$ cat config.mk
export PLATFORM = sky130hd
export DESIGN_NAME = cnn_window_gen
export DESIGN_NICKNAME = d
export VERILOG_FILES = /design/src/rtl/cnn_window_gen.sv
export SDC_FILE = /design/constraint.sdc
export NUM_CORES = 1
export LEC_CHECK = 0
export CAP_MARGIN = 0
export CORE_MARGIN = 8
export CORE_UTILIZATION = 50
export DETAILED_ROUTE_END_ITERATION = 12
export PLACE_DENSITY = 0.8
export SLEW_MARGIN = 30
export SYNTH_ARGS = -nofsm -noshare
export SYNTH_HDL_FRONTEND = slang
export SYNTH_SLANG_ARGS = --single-unit
$ cat constraint.sdc
create_clock -name clk -period 2.4 [get_ports clk]
set_input_delay 0.48 -clock clk [delete_from_list [all_inputs] [get_ports clk]]
set_output_delay 0.48 -clock clk [all_outputs]
set_load 0.01 [all_outputs]
$ cat src/rtl/cnn_window_gen.sv
// Sliding-window generator for stride-1, no-padding convolution.
// Buffers KY-1 rows and emits a KX*KY window once per accepted pixel that completes a full in-image window.
module cnn_window_gen #(
    parameter int KX      = 3,
    parameter int KY      = 3,
    parameter int I_FM_BW = 8,
    parameter int IW      = 28,
    parameter int IH      = 28
) (
    input  logic                      clk,
    input  logic                      reset_n,
    input  logic                      i_soft_reset,
    input  logic [I_FM_BW-1:0]        i_in_pixel,
    input  logic                      i_in_valid,
    output logic [KX*KY*I_FM_BW-1:0]  o_ot_fmap,
    output logic                      o_ot_valid,
    output logic                      o_ot_frame_done
);

    localparam int CW = (IW > 1) ? $clog2(IW) : 1;
    localparam int RW = (IH > 1) ? $clog2(IH) : 1;

    localparam logic [CW-1:0] COL_LAST = CW'(IW - 1);
    localparam logic [RW-1:0] ROW_LAST = RW'(IH - 1);
    localparam logic [CW-1:0] COL_WIN  = CW'(KX - 1);
    localparam logic [RW-1:0] ROW_WIN  = RW'(KY - 1);

    logic [CW-1:0]      col;
    logic [RW-1:0]      row;
    logic               accept;
    logic [I_FM_BW-1:0] line_buf [KY-1][IW];
    logic [I_FM_BW-1:0] win      [KY][KX];
    logic [I_FM_BW-1:0] column   [KY];

    assign accept = i_in_valid && !i_soft_reset;

    // Column entering the window: oldest buffered row on top, live pixel at the bottom.
    always_comb begin
        for (int ky = 0; ky < KY; ky++) begin
            column[ky] = '0;
        end
        for (int ky = 0; ky < KY - 1; ky++) begin
            column[ky] = line_buf[KY-2-ky][col];
        end
        column[KY-1] = i_in_pixel;
    end

    // Line buffer RAM is never cleared; stale contents are masked by the row/col gating.
    always_ff @(posedge clk) begin
        if (accept) begin
            for (int k = 0; k < KY - 1; k++) begin
                if (k == 0) begin
                    line_buf[k][col] <= i_in_pixel;
                end else begin
                    line_buf[k][col] <= line_buf[k-1][col];
                end
            end
        end
    end

    always_ff @(posedge clk or negedge reset_n) begin
        if (!reset_n) begin
            col             <= '0;
            row             <= '0;
            o_ot_valid      <= 1'b0;
            o_ot_frame_done <= 1'b0;
            for (int ky = 0; ky < KY; ky++) begin
                for (int kx = 0; kx < KX; kx++) begin
                    win[ky][kx] <= '0;
                end
            end
        end else if (i_soft_reset) begin
            col             <= '0;
            row             <= '0;
            o_ot_valid      <= 1'b0;
            o_ot_frame_done <= 1'b0;
            for (int ky = 0; ky < KY; ky++) begin
                for (int kx = 0; kx < KX; kx++) begin
                    win[ky][kx] <= '0;
                end
            end
        end else begin
            o_ot_valid      <= 1'b0;
            o_ot_frame_done <= 1'b0;
            if (i_in_valid) begin
                for (int ky = 0; ky < KY; ky++) begin
                    for (int kx = 0; kx < KX - 1; kx++) begin
                        win[ky][kx] <= win[ky][kx+1];
                    end
                    win[ky][KX-1] <= column[ky];
                end
                o_ot_valid      <= (row >= ROW_WIN) && (col >= COL_WIN);
                o_ot_frame_done <= (row == ROW_LAST) && (col == COL_LAST);
                if (col == COL_LAST) begin
                    col <= '0;
                    row <= (row == ROW_LAST) ? '0 : row + RW'(1);
                end else begin
                    col <= col + CW'(1);
                end
            end
        end
    end

    always_comb begin
        o_ot_fmap = '0;
        for (int ky = 0; ky < KY; ky++) begin
            for (int kx = 0; kx < KX; kx++) begin
                o_ot_fmap[I_FM_BW*(ky*KX+kx) +: I_FM_BW] = win[ky][kx];
            end
        end
    end

endmodule

# Yosys cells after proc, flatten, opt, wreduce, memory -nomap -nowiden
# Memory sizes are Yosys's and may differ from the RTL's.
# Cells that the tools add are included.
[totals]
ff_bits = 84
ramBits = 448
inputBits = 12
wordCells = 54
mem_count = 1
[mem_list]
columns = ["name", "words", "width", "read_ports", "rd_ports_with_merged_regs", "write_ports", "line_no", "source"]
rows = [
  ["line_buf", 2, 224, 2, 0, 2, "31", "logic [I_FM_BW-1:0] line_buf [KY-1][IW];"],
]
[op_classes]
addsub = 2
order_cmp = 4
eq_ne = 2
muxes = 23
bitwise_logic = 1
reduce_logical = 8
[ops]
columns = ["op", "count"]
rows = [
  ["224-bit 2-to-1 mux", 1],
  ["72-bit 2-to-1 mux", 2],
  ["8-bit binary-select mux with 5-bit select", 2],
  ["8-bit demux with 5-bit select", 1],
  ["8-bit 2-to-1 mux", 5],
  ["5-bit 2-to-1 mux", 7],
  ["5-bit by 1-bit adder with 5-bit output (second input constant)", 2],
  ["5-bit == test (second input constant)", 2],
  ["5-bit by 2-bit >= comparator with 1-bit output (second input constant)", 2],
  ["6-bit >= comparator (second input constant)", 1],
  ["6-bit by 1-bit less-than comparator with 1-bit output (second input constant)", 1],
  ["5-bit NOT with 6-bit output", 1],
  ["1-bit 2-to-1 mux", 5],
  ["1-bit logical AND", 4],
  ["2-bit nonzero test", 2],
  ["2-bit AND reduction", 1],
  ["1-bit logical NOT", 1],
]

# Logic depth before layout (Yosys ltp)
[depth]
ltp_word = 6
depth_mapped = 9
mapped_depth_nobuf = 5

# Least setup slack after synthesis
# OpenSTA, ideal clock, no wires.
[synth_timing]
kind = "reg-to-reg"
startpoint = "reg col[0]"
endpoint = "mem line_buf[0][10] in the netlist's numbering, enable pin"
arrival_time_ns = 2.062
slack_ns = -0.050
stages_incl_launch_ff = 8
cell_sequence = "dfrtp_1 -> buf_6 -> buf_6 -> buf_4 -> inv_1 -> ha_1 -> nand2_1 -> nor2_1"
[synth_lines]
columns = ["item", "line_no", "source"]
rows = [
  ["start, declared", "28", "logic [CW-1:0] col;"],
  ["start signal, assigned", "98", "col <= col + CW'(1);"],
  ["end, declared", "31", ""],
]

==> summary.md <==
| Metric | Value |
|---|---|
| Cell Rows | 75 |
| Critical path's largest stage delay | 0.59 ns |
| Number of global-route vias before repair | roughly 12k |
| Placed cell count | approximately 1.8k |
| Mapped Cells | between 1k and 1.5k |
| I/O Pins | 86 |
| Ant diodes | 0 |
| Max Clk Rate | 0.417 GHz |
| HPWL Detailed | ~34000 µm |
| Tmin final | between 2 and 2.5 ns |
| Cell variety after synth | 62 |
| Layout cell share with drive strength beyond 1 | 0.246 |
| Ys flop type | edfxtp_1 |
| Pin count of the biggest net entering global routing | 73 |
| Die X | about 220 µm |
| Routed vias/inst | roughly 6.1 |
| Die H | roughly 220 µm |
| Port bufs | 85 |
| Routed WL | 51800 µm |
| Rel. slew slack | 0.556 |
| Initial Util | 0.502 |
| FF+latch count, synth | between 500 and 600 |
| Syn Nets | 1156 |
| Area of the multi-input gates | about 0.0050 mm² |
| Worst-Margin Slew | about 0.67 ns |
| DR DRC count | 0 |
| Placed cell areas | 0.0233 mm² |
| Design Area, Final | 0.0253 mm² |
| Hold Crit Class | input pin to register |
| Crit Path Max Fanout | 28 |
| EDFF count, synth | 448 |
| Reg area | approximately 0.016 mm² |
| Total Die Area | slightly below 0.05 mm² |
| Max cap viols | 0 |
| Final Hold Fails | 0 |
| Initial DRC count | roughly 1.6k |
| Setup WS pre-CTS | -0.126 ns |
| Ys Warns | 0 |
| Async S/R FF share, synth | 0.158 |
| Final setup vio count | 0 |
| Startpoint types | register |
| VDD IR max | 0.000687 V |
| Setup TNS | 0 ns |
| Fin cells | just under 2k |
| Clock buffer count from CTS | between 50 and 60 |
| Fillers | approximately 2.8k |
| GR Overflow Total | 0 |
| Drt first pass iters | 6 |
| Routed len/inst | around 27 µm |
| RSZ-0062 raised after global routing | true |
| Slowest CP cell | or4b_4 |
| Hold WS | roughly 0.35 ns |
| Final core occ | 0.607 |
| GRT Total Usage | 0.212 |
| Via count | 11.8k |
| Nets | approximately 1.4k |
| Root buffer cell | clkbuf_16 |
| CP required | between 2 and 3 ns |
| Antenna violations before repair | 0 |
| Status | complete, no violations |
| CTS Sinks | between 500 and 600 |
| Period utilization | 1.00 |
| Area delta synth->final | 21.0% |
| Clock Skew | 0.0107 ns |
| Syn_area_per_cell | approximately 18 µm² |
| PnR Total Power | around 20 mW |
| Worst path cell trace | clkbuf_16 -> or4b_4 -> o22ai_2 -> a211oi_2 -> and3_4 -> nand2_1 -> buf_12 |
| Sequential element share of the synthesized area | 0.745 |
| Power per cell area | slightly below 800 mW/mm² |
| Crit path capture type | register |
| Clock Path Buffers | 3 |
| H-tree depth | 2 |
| Placer Congestion | ~0.87 |
| Post-Syn Area | between 0.02 and 0.025 mm² |
| Worst EP arrival | approximately 2.8 ns |
| CP Class | register to register |
| Core ar. | ~0.042 mm² |
| Final max-slew violation count | 0 |
| Reg clk slew, reported paths | approximately 0.070 ns |
| Clock Latency Late Sink | 0.57 ns |
| Antenna-violating nets left | 0 |
| Pleak | 8.73 nW |
| TritonCTS clock tree | built |
| First-pass GRT wire length | 75900 µm |
| Final Worst Setup Slack | 0.000777 ns |
-- worst paths after layout --
kind	from	to	slack (ns)	cells after the start
setup reg to reg	col[0]$_DFFE_PN0P_	line_buf[0][408]$_DFFE_PP_	0.0008	7
setup / recovery	col[0]$_DFFE_PN0P_	line_buf[0][408]$_DFFE_PP_	0.0008	7
hold reg to reg	o_ot_fmap[4]$_DFFE_PN0P_	o_ot_fmap[4]$_DFFE_PN0P_	0.52	2
min in group asynchronous	reset_n	o_ot_fmap[20]$_DFFE_PN0P_	0.40	2
hold / removal	i_in_valid	o_ot_fmap[20]$_DFFE_PN0P_	0.35	3
max in group asynchronous	reset_n	o_ot_fmap[50]$_DFFE_PN0P_	1.34	3
-- power breakdown --
part | internal [mW] | switching (mW) | leakage (nW)
combinational | 0.646 | 0.836 | 2.75
sequential | 10.2 | 0.0799 | 5.17
clock | 4.54 | 3.28 | 0.809
total | 15.4 | 4.19 | 8.73
-- logic make-up after synthesis --
| logic type | synth area share |
|---|---|
| DFF | 0.745 |
| adders and majority gates | 0.00360 |
| buffers and inverters | 0.0192 |
| AOI/OAI and AO/OA | 0.0378 |
| muxes | 0.144 |
| and+or+nand+nor | 0.0496 |
| xor gates and xnor gates | 0.000840 |
-- critical path, delay by kind of cell (launching register included) --
family / cells / cell delay [ns]
flip-flops: 1 / 0.55
buffers and inverters: 2 / 0.41
AO/OA/AOI/OAI: 2 / 0.33
AND/OR/NAND/NOR: 3 / 0.92
-- area by class of cell --
cell class                 count  share of cell area
timing repair buffer         237              0.0920
clock inverter                21             0.00728
sequential                   532               0.616
inverter                       6            0.000892
multi-input combinational    536               0.199
tap                          539              0.0267
clock buffer                  73              0.0578
-- metal layers --
| layer | global-route usage | vias to the layer above | wire length (µm) |
|---|---|---|---|
| met2 | 0.354 | 722 | 25400 |
| met1 | 0.281 | 6015 | 19600 |
| met3 | 0.0368 | 132 | 5020 |
| met4 | 0.0752 | 0 | 1780 |
| met5 | 0 | - | 0 |
| li1 | - | 4965 | - |
-- state kept, by name (all words and copies together) (netlist names) --
| signal | cells |
|---|---|
| o_ot_fmap | 72 |
| o_ot_valid | 1 |
| col | 5 |
| line_buf | 448 |
| o_ot_frame_done | 1 |
| row | 5 |
-- layout by cell type, fill, tap and decap left out, types with 4 or more instances in the layout --
cell type,netlist,routed
a211oi_1,7,4
a21oi_1,7,7
a22oi_1,21,18
a311oi_1,6,6
a311oi_2,4,4
a31oi_1,4,4
and2_1,4,4
buf_12,0,22
buf_4,12,119
buf_6,7,10
clkbuf_1,20,13
clkbuf_16,0,53
clkbuf_8,0,8
clkdlybuf4s50_1,0,82
clkinv_1,0,9
clkinv_2,0,7
dfrtp_1,84,81
edfxtp_1,448,448
ha_1,6,6
inv_1,6,6
mux2_2,4,4
mux2i_1,126,125
mux4_2,75,75
nand2_1,41,40
nand3_1,8,8
nor2_1,111,109
nor2b_1,11,11
nor3_1,5,5
o21ai_0,12,12
o221ai_1,6,6
o22ai_1,20,16
-- synthesized netlist by cell type, drive strengths merged, types with 4 or more instances --
cell	instances	area, µm²
nor2b	11	68.8
mux2	4	45.0
nand2b	4	27.5
a22oi	21	158
a311oi	10	113
nor2	111	417
mux2i	126	1260
inv	6	22.5
nand2	41	154
a211oi	7	52.6
ha	6	75.1
edfxtp	448	13500
o22ai	20	125
clkbuf	20	75.1
a21oi	7	35.0
and2	4	25.0
nor4	4	25.0
a31oi	4	25.0
o221ai	6	52.6
mux4	75	1690
o21ai	12	60.1
nand3	8	40.0
nor3	6	35.0
dfrtp	84	2100
and3	4	35.0
buf	44	303
-- what timing repair did --
item | CTS | global route
setup endpoints to repair | 183 | 264
gates cloned | 0 | 1
hold endpoints to repair | 28 | 0
pin swaps | 1 | 7
gates resized for setup | 17 | 21
hold buffers | 1 | 0
buffers inserted | 1 | 5
No activity file was read; power rests on OpenSTA's default activity.
